**config.mk**
```make
export PLATFORM = sky130hd
export DESIGN_NAME = vga_scan_out
export DESIGN_NICKNAME = d
export VERILOG_FILES = /design/src/rtl/vga_scan_out.sv
export SDC_FILE = /design/constraint.sdc
export NUM_CORES = 1
export LEC_CHECK = 0
export ABC_AREA = 1
export ABC_CLOCK_PERIOD_IN_PS = 2790
export BUFFER_PORTS_ARGS = -buffer_cell sky130_fd_sc_hd__buf_2
export CAP_MARGIN = 10
export CORE_UTILIZATION = 38
export DETAILED_ROUTE_END_ITERATION = 8
export GPL_TIMING_DRIVEN = 0
export HOLD_SLACK_MARGIN = 0.15
export MAX_ROUTING_LAYER = met4
export SLEW_MARGIN = 20
export SYNTH_ARGS = -nofsm -noshare
export SYNTH_HDL_FRONTEND = slang
export SYNTH_SLANG_ARGS = --single-unit
```
**constraint.sdc**
```tcl
create_clock -name clk -period 2.79 [get_ports clk]
set_clock_uncertainty 0.1 [all_clocks]
set_input_delay 0.558 -clock clk [delete_from_list [all_inputs] [get_ports clk]]
set_output_delay 0.558 -clock clk [all_outputs]
set_load 0.01 [all_outputs]
```
**src/rtl/vga_scan_out.sv**
```systemverilog
// vga_scan_out: VGA timing generator that scans a 256x256 image window out of a dual-buffer video memory.
// Buffer selection latches at the first blanking line so a displayed frame never tears.
module vga_scan_out #(
  parameter int H_ACTIVE = 640,
  parameter int H_FP = 16,
  parameter int H_SYNC = 96,
  parameter int H_BP = 48,
  parameter int V_ACTIVE = 480,
  parameter int V_FP = 10,
  parameter int V_SYNC = 2,
  parameter int V_BP = 33,
  parameter int IMG_X0 = 192,
  parameter int IMG_Y0 = 112,
  parameter int IMG_W = 256,
  parameter int IMG_H = 256,
  parameter logic [11:0] BORDER_RGB = 12'h000
) (
  input  logic        clk,
  input  logic        rst_n,
  input  logic        buf_sel,
  output logic [16:0] raddr,
  input  logic [11:0] rdata,
  output logic [3:0]  vga_r,
  output logic [3:0]  vga_g,
  output logic [3:0]  vga_b,
  output logic        vga_hs,
  output logic        vga_vs,
  output logic        buf_shown,
  output logic        frame_start
);
  localparam logic [9:0] H_END = 10'(H_ACTIVE + H_FP + H_SYNC + H_BP - 1);
  localparam logic [9:0] V_END = 10'(V_ACTIVE + V_FP + V_SYNC + V_BP - 1);
  localparam logic [9:0] HA = 10'(H_ACTIVE);
  localparam logic [9:0] VA = 10'(V_ACTIVE);
  localparam logic [9:0] HS_B = 10'(H_ACTIVE + H_FP);
  localparam logic [9:0] HS_E = 10'(H_ACTIVE + H_FP + H_SYNC);
  localparam logic [9:0] VS_B = 10'(V_ACTIVE + V_FP);
  localparam logic [9:0] VS_E = 10'(V_ACTIVE + V_FP + V_SYNC);
  localparam logic [9:0] X0 = 10'(IMG_X0);
  localparam logic [9:0] X1 = 10'(IMG_X0 + IMG_W);
  localparam logic [9:0] Y0 = 10'(IMG_Y0);
  localparam logic [9:0] Y1 = 10'(IMG_Y0 + IMG_H);
  logic [9:0] h, v;
  logic [7:0] dx, dy;
  logic active, in_img, hs0, vs0;
  logic act1, img1, hs1, vs1;
  logic [11:0] rgb;
  assign active = h < HA && v < VA;
  assign in_img = active && h >= X0 && h < X1 && v >= Y0 && v < Y1;
  assign hs0 = !(h >= HS_B && h < HS_E);
  assign vs0 = !(v >= VS_B && v < VS_E);
  assign dx = h[7:0] - X0[7:0];
  assign dy = v[7:0] - Y0[7:0];
  assign raddr = in_img ? {buf_shown, dy, dx} : {buf_shown, 16'h0000};
  assign {vga_r, vga_g, vga_b} = rgb;
  always_ff @(posedge clk or negedge rst_n) begin
    if (!rst_n) begin
      h <= '0;
      v <= '0;
      buf_shown <= 1'b0;
      frame_start <= 1'b0;
      act1 <= 1'b0;
      img1 <= 1'b0;
      hs1 <= 1'b1;
      vs1 <= 1'b1;
      rgb <= '0;
      vga_hs <= 1'b1;
      vga_vs <= 1'b1;
    end else begin
      h <= h == H_END ? '0 : h + 10'd1;
      v <= h == H_END ? (v == V_END ? '0 : v + 10'd1) : v;
      frame_start <= h == '0 && v == '0;
      // sample point: start of the first blanking line
      if (h == '0 && v == VA) buf_shown <= buf_sel;
      act1 <= active;
      img1 <= in_img;
      hs1 <= hs0;
      vs1 <= vs0;
      rgb <= img1 ? rdata : (act1 ? BORDER_RGB : 12'h000);
      vga_hs <= hs1;
      vga_vs <= vs1;
    end
  end
endmodule

```
==> summary.md, run 1 <==
| Metric | Value |
|---|---|
| DP Worst Slack | `495 ps` |
| Area of the core | `5270 sq um` |
| Yosys cell types | `29` |
| Congestion Overflow GR | `0` |
| Die Y-Extent | `77.0 um` |
| PD cells | `415 nW/um^2` |
| Maximum vdd drop | `0.261 mV` |
| CTS tree | `done` |
| Via count | `1840` |
| Reg area | `981 sq um` |
| Final hold vios | `0` |
| # rows | `26` |
| Most common cell after layout, fill and taps aside | `nand2_1` |
| Status | `completed` |
| Ports | `48` |
| Crit path cell chain | `ha_2 -> nand2_1 -> inv_1 -> a21oi_1 -> o21ai_1 -> nand2_2 -> buf_6 -> nor2_1 -> buf_2` |
| Worst slew margin | `0.414` |
| Net Count, Synth | `294` |
| Register area share after synthesis | `0.459` |
| Final min period | `2590 ps` |
| Met2 global-route usage | `0.266` |
| Vias in the first global route | `1726` |
| Worst Setup End Kind | `primary output` |
| Area grow syn2layout | `20.5%` |
| IO Port Bufs | `47` |
| Register clock-pin slew on the reported worst setup and hold paths | `80 ps` |
| Layer with the highest usage | `met2` |
| Largest net degree at the start of global routing | `40` |
| Slowest stage delay, CP | `480 ps` |
| Final setup vio count | `0` |
| Share of layout cells above drive strength 1 | `0.235` |
| Inserted Diodes | `0` |
| Cell family with most CP delay | `flip-flops` |
| DR iter-0 viols | `73` |
| Antenna violations before repair | `0` |
| Vias/cell | `4.67` |
| Total CTS buffers | `5` |
| Worst Path Arrival | `1930 ps` |
| Worst Path Buf+Inv | `3` |
| Starting density of the core | `0.405` |
| First-pass GRT wire length | `8120 um` |
| Leakage | `1.49 nW` |
| Placed Instances | `386` |
| DP HPWL | `3450 um` |
| Fillcell total | `557` |
| Die area | `5920 sq um` |
| Post-CTS setup buffer count | `0` |
| Worst Hold Class | `flop to flop` |
| Final Util | `0.488` |
| Wirelength per Cell | `12.0 um` |
| Maximum clock insertion buffer count | `2` |
| Die width | `77.0 um` |
| Fin crit share | `0.927` |
| Final WL | `4750 um` |
| CP Class | `flop to primary output` |
| Clock Tree Root | `clkbuf_8` |
| Req. time, crit path | `2130 ps` |
| GR Layer Usage met3 | `0.0440` |
| Multi-input gate area | `933 sq um` |
| Routability cong. | `0.798` |
| Setup slack after layout | `204 ps` |
| Min Hold Slack | `259 ps` |
| Clk_lat worst skew | `290 ps` |
| Detail Route Antenna Nets | `0` |
| H-tree levels | `2` |
| Global-route usage over all layers | `0.180` |
| Residual DRC count | `0` |
| Startpoint Class | `flop` |
| Worst-path maximum fanout | `10` |
| Detailed Routing Iterations Pass 1 | `4` |
| Post-route setup TNS | `0 ps` |
| Max Cap Viol | `0` |
| Synth Warn # | `0` |
| RSZ-0062 raised after global routing | `no` |
| Commonest non-fill, non-tap cells in the layout | `59 x nand2_1, 49 x buf_2, 46 x inv_1` |
| Slew Limit Fails | `0` |
| CTS Sinks | `39` |
| Worst slew pin tran | `879 ps` |
| Average cell area after synthesis | `7.94 sq um` |
| CP max stage cell | `dfrtp_1` |
| Yosys reg bits | `39` |
| Post-Layout Cell Count | `394` |
| Net count, final | `348` |
| Mapped Cells | `269` |
| Cell area after synthesis | `2140 sq um` |
| FMAX | `387 MHz` |
| GR Util met1 | `0.248` |
worst paths after layout:
kind / from / endpoint / slack, ps / depth (start not counted)
max in group asynchronous: rst_n / h[7] / 1760 / 1
worst max-delay path: v[4] / raddr[5] / 200 / 9
min in group asynchronous: rst_n / v[6] / 270 / 1
worst min register to register: hs1 / vga_hs / 260 / 0
worst max register to register: h[0] / v[3] / 980 / 6
worst min-delay path: hs1 / vga_hs / 260 / 0
area by class of cell:
class / instances / area share
Clock inverter: 3 / 0.0170
Buffer: 6 / 0.0170
Inverter: 48 / 0.0700
Timing Repair Buffer: 47 / 0.0914
Multi-Input combinational cell: 176 / 0.363
Clock buffer: 5 / 0.0267
Tap cell: 70 / 0.0340
Sequential cell: 39 / 0.381
worst register-to-register path: stages, from the launching register on:
cell and delay [ps]:
dfrtp_1 450, ha_1 260, nand3_1 200, nor2_2 170
nand2_1 250, a21oi_1 200, a21oi_1 60
cells by family (layout without fill, tap and decap cells):
group	count (synthesis)	in the layout	synth area share
simple gates	144	144	0.314
flops	39	39	0.459
xor+xnor	5	5	0.0205
compound gates	17	17	0.0428
buf+inv	54	109	0.105
fa+ha+maj	10	10	0.0586
metrics by stage:
stage | instance area (sq um) | power, mW
floorplan | 2140 | 0.576
global placement | 2460 | 0.597
detailed placement | 2460 | 0.597
CTS | 2570 | 1.09
global route | 2570 | 1.11
finish | 2570 | 1.07
cell usage after synthesis:
cell       instances  area, sq um
nand2_1           59          221
inv_1             46          173
nor2_1            39          146
dfrtp_1           35          876
nand3_1           18         90.1
ha_1              10          125
nand4_1            9         56.3
nor3_1             8         40.0
o21ai_0            8         40.0
a21oi_1            6         30.0
dfstp_2            4          105
xor2_1             4         35.0
nand2_2            3         18.8
buf_2              2         10.0
buf_6              2         22.5
inv_2              2         7.51
nor4_1             2         12.5
buf_4              1         7.51
clkbuf_1           1         3.75
nand3_2            1         10.0
nand3_4            1         17.5
nand3b_4           1         20.0
nor2_2             1         6.26
nor2_4             1         11.3
nor2_8             1         20.0
o2111ai_1          1         8.76
o21ai_1            1         5.00
o31ai_1            1         7.51
xnor2_1            1         8.76
routing by layer:
layer | share of wire | vias up
li1 | - | 947
met1 | 0.51 | 836
met2 | 0.43 | 52
met3 | 0.047 | 5
met4 | 0.0088 | 0
met5 | 0 | -
report_power, final:
group	internal (mW)	switching (mW)	leakage [nW]
clock network	0.266	0.216	0.0581
logic	0.00672	0.0130	0.920
registers	0.565	0	0.512
total	0.838	0.229	1.49
sequential cells by signal (all words and copies together), names as in the netlist:
name and flops:
rgb 12, hs1 1, v 10, vs1 1, frame_start 1, vga_hs 1
buf_shown 1, vga_vs 1, img1 1, h 10
what timing repair did:
item	4_1_cts	5_1_grt
hold buffers	0	0
endpoints found under the setup margin	0	4
gates resized for setup	0	1
Note: power is estimated with default switching activity, not from simulation.
==> run 2: changes to the inputs <==
--- a/config.mk
+++ b/config.mk
@@ -9,11 +9,12 @@
 export ABC_CLOCK_PERIOD_IN_PS = 2790
 export BUFFER_PORTS_ARGS = -buffer_cell sky130_fd_sc_hd__buf_2
 export CAP_MARGIN = 10
-export CORE_UTILIZATION = 38
+export CORE_UTILIZATION = 55
 export DETAILED_ROUTE_END_ITERATION = 8
 export GPL_TIMING_DRIVEN = 0
 export HOLD_SLACK_MARGIN = 0.15
 export MAX_ROUTING_LAYER = met4
+export PLACE_DENSITY = 0.81
 export SLEW_MARGIN = 20
 export SYNTH_ARGS = -nofsm -noshare
 export SYNTH_HDL_FRONTEND = slang
==> run 2 against run 1 <==
  * Via count increased by 3.1%
  * Sequential share of layout area increased by 0.83 points
  * Clock power decreased by 22%
  * Register-to-register slack improved by 30 ps
  * Critical endpoint is now raddr[13]
==> summary.md, run 2 (synthesized netlist as in run 1, its figures left out) <==
| Metric | Value |
|---|---|
| First-pass GRT wire length | `8100 um (was 8120 um)` |
| Fillcell total | `313 (was 557)` |
| Die area | `4140 sq um (was 5920 sq um)` |
| Startpoint Class | `flop (unchanged)` |
| # rows | `22 (was 26)` |
| Slowest stage delay, CP | `490 ps (was 480 ps)` |
| Final WL | `4600 um (was 4750 um)` |
| Area grow syn2layout | `17.9% (was 20.5%)` |
| Register clock-pin slew on the reported worst setup and hold paths | `70 ps (was 80 ps)` |
| IO Port Bufs | `47 (unchanged)` |
| Die width | `64.3 um (was 77.0 um)` |
| Fin crit share | `0.938 (was 0.927)` |
| Worst Hold Class | `input port to async pin (was flop to flop)` |
| Biggest register | `rgb (unchanged)` |
| DR iter-0 viols | `105 (was 73)` |
| Vias in the first global route | `1807 (was 1726)` |
| Most common cell after layout, fill and taps aside | `nand2_1 (unchanged)` |
| Clk_lat worst skew | `300 ps (was 290 ps)` |
| Detail Route Antenna Nets | `0 (unchanged)` |
| Via count | `1897 (was 1840)` |
| Die Y-Extent | `64.3 um (was 77.0 um)` |
| Maximum clock insertion buffer count | `2 (unchanged)` |
| Area of the core | `3690 sq um (was 5270 sq um)` |
| Worst Setup End Kind | `primary output (unchanged)` |
| Post-CTS Resized | `0 (unchanged)` |
| WL met3 | `178 um (was 225 um)` |
| Vias/cell | `5.10 (was 4.67)` |
| RSZ-0062 raised after global routing | `no (unchanged)` |
| Maximum vdd drop | `0.328 mV (was 0.261 mV)` |
| Final min period | `2620 ps (was 2590 ps)` |
| Cts hold-fix bufs | `0 (unchanged)` |
| FMAX | `382 MHz (was 387 MHz)` |
| R2r worst-path depth | `6 (unchanged)` |
| Net count, final | `348 (unchanged)` |
| Worst Path Arrival | `1960 ps (was 1930 ps)` |
| Routability cong. | `0.908 (was 0.798)` |
| CTS tree | `done (unchanged)` |
| CP Class | `flop to primary output (unchanged)` |
| Met1 Wirelength | `1990 um (was 2440 um)` |
| Post-CTS setup buffer count | `0 (unchanged)` |
| Congestion Overflow GR | `0 (unchanged)` |
| Worst R2R Start | `h[0] (unchanged)` |
| Worst slew pin tran | `836 ps (was 879 ps)` |
| Final hold vios | `0 (unchanged)` |
| Max Cap Viol | `0 (unchanged)` |
| Post-route setup TNS | `0 ps (unchanged)` |
| Final setup vio count | `0 (unchanged)` |
| Req. time, crit path | `2130 ps (about the same)` |
| Max Used Layer | `met4 (unchanged)` |
| Detailed Routing Iterations Pass 1 | `5 (was 4)` |
| Largest net degree at the start of global routing | `40 (unchanged)` |
| Total CTS buffers | `5 (unchanged)` |
| Reg2reg setup slack | `1010 ps (was 980 ps)` |
| Starting density of the core | `0.579 (was 0.405)` |
| CTS Sinks | `39 (unchanged)` |
| Largest regs | `rgb (12), h (10), v (10) (unchanged)` |
| DP HPWL | `3440 um (was 3450 um)` |
| Max reg flops | `12 (unchanged)` |
| Slew Limit Fails | `0 (unchanged)` |
| Worst slew margin | `0.443 (was 0.414)` |
| Status | `completed (unchanged)` |
| Final Util | `0.683 (was 0.488)` |
| H-tree levels | `2 (unchanged)` |
| Crit path cell chain | `ha_2 -> nand2_1 -> inv_1 -> a21oi_1 -> o21ai_1 -> nand2_2 -> buf_6 -> nor2_1 -> buf_2 (unchanged)` |
| Setup slack after layout | `172 ps (was 204 ps)` |
| DP Worst Slack | `470 ps (was 495 ps)` |
| Commonest non-fill, non-tap cells in the layout | `59 x nand2_1, 49 x buf_2, 46 x inv_1 (unchanged)` |
| Clock Tree Root | `clkbuf_8 (unchanged)` |
| Inserted Diodes | `0 (unchanged)` |
| Global-route usage over all layers | `0.267 (was 0.180)` |
| Antenna violations before repair | `0 (unchanged)` |
| Met2 WL | `2330 um (was 2040 um)` |
| CP max stage cell | `dfrtp_1 (unchanged)` |
| Residual DRC count | `0 (unchanged)` |
| Leakage | `1.47 nW (was 1.49 nW)` |
| Worst-path maximum fanout | `10 (unchanged)` |
| Share of layout cells above drive strength 1 | `0.231 (was 0.235)` |
| Worst r2r dst | `v[3] (unchanged)` |
| Ports | `48 (unchanged)` |
| PD cells | `383 nW/um^2 (was 415 nW/um^2)` |
| Wirelength per Cell | `12.4 um (was 12.0 um)` |
run 2: cell types whose count changed in the layout (fill, tap and decap cells not counted), sizes merged:
cell and delta:
bufinv -1, clkbuf +1, clkinv -1, clkinvlp +1
run 2: area by class of cell:
cell class	count	area (sq um)	area share
clock inverters	2	12.5	0.00497
flip-flops and latches	39	981	0.389
clock buffers	6	72.6	0.0288
inverters	48	180	0.0715
multi-input cells	176	933	0.371
well taps	48	60.1	0.0238
repair buffers	47	235	0.0934
plain buffers	6	43.8	0.0174
run 2: metal layers:
| layer | global-route usage | up-vias |
|---|---|---|
| met5 | - | - |
| met4 | 0.119 | 0 |
| met3 | 0.0482 | 10 |
| met2 | 0.443 | 51 |
| met1 | 0.314 | 888 |
| li1 | - | 948 |
run 2: critical path: cells and delay by family, from the launching register on:
family / cells / cell delay [ps]
simple gates: 3 / 300
buf+inv: 3 / 410
flops: 1 / 490
compound gates: 2 / 160
fa+ha+maj: 1 / 290
run 2: where the power goes:
| part | internal [mW] | switching (mW) | leakage (nW) |
|---|---|---|---|
| logic | 0.00674 | 0.0127 | 0.920 |
| registers | 0.565 | 0 | 0.512 |
| clock network | 0.175 | 0.205 | 0.0412 |
run 2: how the worst max path moves through the flow:
stage               from         to
finish              v[4]  raddr[13]
global route        v[4]  raddr[13]
CTS                 v[4]  raddr[13]
detailed placement  v[4]  raddr[13]
global placement    v[4]  raddr[13]
floorplan           v[4]  raddr[10]
run 2: stage by stage:
step                      instances  cell area, sq um  total power [mW]  hold WS (ps)
after detailed placement        364              2430             0.597           247
final                           372              2520             0.964           256
after global routing            372              2520             0.988           263
after CTS                       372              2520             0.966           257
after floorplan                 269              2140             0.576           162
after global placement          364              2430             0.596           246
==> run 3: changes to the inputs <==
--- a/config.mk
+++ b/config.mk
@@ -9,12 +9,12 @@
 export ABC_CLOCK_PERIOD_IN_PS = 2790
 export BUFFER_PORTS_ARGS = -buffer_cell sky130_fd_sc_hd__buf_2
 export CAP_MARGIN = 10
-export CORE_UTILIZATION = 55
+export CORE_UTILIZATION = 58
 export DETAILED_ROUTE_END_ITERATION = 8
 export GPL_TIMING_DRIVEN = 0
 export HOLD_SLACK_MARGIN = 0.15
 export MAX_ROUTING_LAYER = met4
-export PLACE_DENSITY = 0.81
+export PLACE_DENSITY = 0.85
 export SLEW_MARGIN = 20
 export SYNTH_ARGS = -nofsm -noshare
 export SYNTH_HDL_FRONTEND = slang
==> run 3 against run 2 <==
  * Hold slack improved by 1.3 ps
  * Clock power increased by 25%
  * Sequential power is essentially flat
  * Non-clock buffer count stayed put
  * Final cell count down 0.54%
  * Sequential cell count unchanged
  * Via count increased by 0.42%
  * Power grew 9.8%
  * Global-route usage fell by 0.79 points
  * Critical path depth did not move
==> summary.md, run 3 (synthesized netlist as in run 1, its figures left out) <==
| Metric | Value |
|---|---|
| Worst Hold Class | `flop to flop (was input port to async pin)` |
| Setup slack after layout | `232 ps (was 172 ps)` |
| Largest regs | `rgb (12), h (10), v (10) (unchanged)` |
| IO Port Bufs | `47 (unchanged)` |
| CTS tree | `done (unchanged)` |
| GR Util met1 | `0.327 (was 0.314)` |
| Share of layout cells above drive strength 1 | `0.238 (was 0.231)` |
| Total CTS buffers | `5 (unchanged)` |
| Global-route usage over all layers | `0.259 (was 0.267)` |
| Status | `completed (unchanged)` |
| Net count, final | `348 (unchanged)` |
| Die width | `62.7 um (was 64.3 um)` |
| Final Util | `0.739 (was 0.683)` |
| H-tree levels | `2 (unchanged)` |
| Detailed Routing Iterations Pass 1 | `5 (unchanged)` |
| Wirelength per Cell | `12.1 um (was 12.4 um)` |
| Timing endpoint of the critical path | `raddr[5] (was raddr[13])` |
| Post-CTS Resized | `0 (unchanged)` |
| Worst-path maximum fanout | `10 (unchanged)` |
| Register clock-pin slew on the reported worst setup and hold paths | `80 ps (was 70 ps)` |
| Worst slew pin tran | `853 ps (was 836 ps)` |
| Final WL | `4480 um (was 4600 um)` |
| Final setup vio count | `0 (unchanged)` |
| # rows | `21 (was 22)` |
| Clock share of power | `0.447 (was 0.393)` |
| Worst Path Arrival | `1900 ps (was 1960 ps)` |
| DP Worst Slack | `443 ps (was 470 ps)` |
| Slowest stage delay, CP | `450 ps (was 490 ps)` |
| Worst r2r dst | `v[3] (unchanged)` |
| Most common cell after layout, fill and taps aside | `nand2_1 (unchanged)` |
| Post-CTS setup buffer count | `0 (unchanged)` |
| Final min period | `2560 ps (was 2620 ps)` |
| Biggest register | `rgb (unchanged)` |
| Final hold vios | `0 (unchanged)` |
| Commonest non-fill, non-tap cells in the layout | `59 x nand2_1, 49 x buf_2, 46 x inv_1 (unchanged)` |
| Area of the core | `3440 sq um (was 3690 sq um)` |
| Layer with the highest usage | `met2 (unchanged)` |
| Met2 global-route usage | `0.405 (was 0.443)` |
| DP HPWL | `3280 um (was 3440 um)` |
| CP max stage cell | `dfrtp_2 (was dfrtp_1)` |
| Reg2reg setup slack | `1000 ps (was 1010 ps)` |
| Largest net degree at the start of global routing | `40 (unchanged)` |
| Min-delay src | `vs1` |
| Maximum clock insertion buffer count | `2 (unchanged)` |
| Leakage | `1.49 nW (was 1.47 nW)` |
| Area grow syn2layout | `19.2% (was 17.9%)` |
| Internal Dissipation | `0.838 mW (was 0.746 mW)` |
| Vias/cell | `5.15 (was 5.10)` |
| Detail Route Antenna Nets | `0 (unchanged)` |
| Cts hold-fix bufs | `0 (unchanged)` |
| Worst slew margin | `0.431 (was 0.443)` |
| First-pass GRT wire length | `7630 um (was 8100 um)` |
| Clk_lat worst skew | `300 ps (about the same)` |
| Net Switching | `0.220 mW (was 0.217 mW)` |
| Max Cap Viol | `0 (unchanged)` |
| Maximum vdd drop | `0.289 mV (was 0.328 mV)` |
| RSZ-0062 raised after global routing | `no (unchanged)` |
| Antenna violations before repair | `0 (unchanged)` |
| Routability cong. | `0.888 (was 0.908)` |
| Worst Setup End Kind | `primary output (unchanged)` |
| Die area | `3930 sq um (was 4140 sq um)` |
| Ports | `48 (unchanged)` |
| PD cells | `416 nW/um^2 (was 383 nW/um^2)` |
| Req. time, crit path | `2130 ps (about the same)` |
| Sequential share of power | `0.534 (was 0.586)` |
| Congestion Overflow GR | `0 (unchanged)` |
| FMAX | `391 MHz (was 382 MHz)` |
| Combinational share of power | `0.019 (was 0.020)` |
| CTS Sinks | `39 (unchanged)` |
| Clock Tree Root | `clkbuf_8 (unchanged)` |
| Starting density of the core | `0.621 (was 0.579)` |
| Crit path cell chain | `ha_2 -> nand2_1 -> inv_1 -> a21oi_1 -> o21ai_1 -> nand2_2 -> buf_6 -> nor2_1 -> buf_2 (unchanged)` |
| GR Layer Usage met3 | `0.0584 (was 0.0482)` |
| Max reg flops | `12 (unchanged)` |
| Vias in the first global route | `1737 (was 1807)` |
| CP Class | `flop to primary output (unchanged)` |
| Startpoint Class | `flop (unchanged)` |
| Slew Limit Fails | `0 (unchanged)` |
| Inserted Diodes | `0 (unchanged)` |
| DR iter-0 viols | `81 (was 105)` |
| Post-route setup TNS | `0 ps (unchanged)` |
| CP startpoint | `v[4] (unchanged)` |
| Sw Share | `0.208 (was 0.225)` |
| Die Y-Extent | `62.7 um (was 64.3 um)` |
| Residual DRC count | `0 (unchanged)` |
| Fin crit share | `0.917 (was 0.938)` |
| R2r worst-path depth | `6 (unchanged)` |
| Via count | `1905 (was 1897)` |
| Worst R2R Start | `h[0] (unchanged)` |
[run 3: worst max-delay path, delay by kind of cell (launching register included)]
| family | cells | cell delay [ps] |
|---|---|---|
| flops | 1 | 450 |
| buf+inv | 3 | 410 |
| simple gates | 3 | 310 |
| fa+ha+maj | 1 | 260 |
| compound gates | 2 | 160 |
[run 3: worst min path at each step]
| stage | cells past startpoint | end |
|---|---|---|
| 3_5_place_dp | 0 | vga_vs |
| 6_report | 0 | vga_vs |
| 5_1_grt | 0 | vga_vs |
| 4_1_cts | 0 | vga_vs |
| 2_1_floorplan | 0 | buf_shown |
| 3_3_place_gp | 0 | vga_hs |
[run 3: layout make-up]
type,count,area [sq um]
plain buffers,6,43.8
clock buffers,5,68.8
clock inverters,3,43.8
fillers,269,897
inverters,48,180
multi-input cells,176,933
flip-flops and latches,39,982
well taps,46,57.6
repair buffers,47,235
[run 3: stage by stage]
| stage | instances | power (mW) | area, sq um | hold WS [ps] |
|---|---|---|---|---|
| after global placement | 362 | 0.597 | 2430 | 246 |
| after floorplan | 269 | 0.576 | 2140 | 162 |
| final | 370 | 1.06 | 2540 | 257 |
| after detailed placement | 362 | 0.597 | 2430 | 247 |
| after global routing | 370 | 1.09 | 2540 | 267 |
| after CTS | 370 | 1.06 | 2540 | 258 |
[run 3: power by group through the flow]
stage / Clock [mW] / Sequential (mW) / Combinational [mW]
after floorplan: 0 / 0.576 / 0.000000727
after global placement: 0 / 0.576 / 0.0208
after detailed placement: 0 / 0.576 / 0.0206
after CTS: 0.479 / 0.565 / 0.0208
after global routing: 0.503 / 0.565 / 0.0236
final: 0.473 / 0.565 / 0.0197
[run 3: per-layer routing]
layer | wire, um | vias up | part of all wire
met2 | 2100 | 84 | 0.47
met4 | 94 | 0 | 0.021
met3 | 298 | 11 | 0.066
met5 | 0 | - | 0
met1 | 1990 | 864 | 0.44
li1 | - | 946 | -
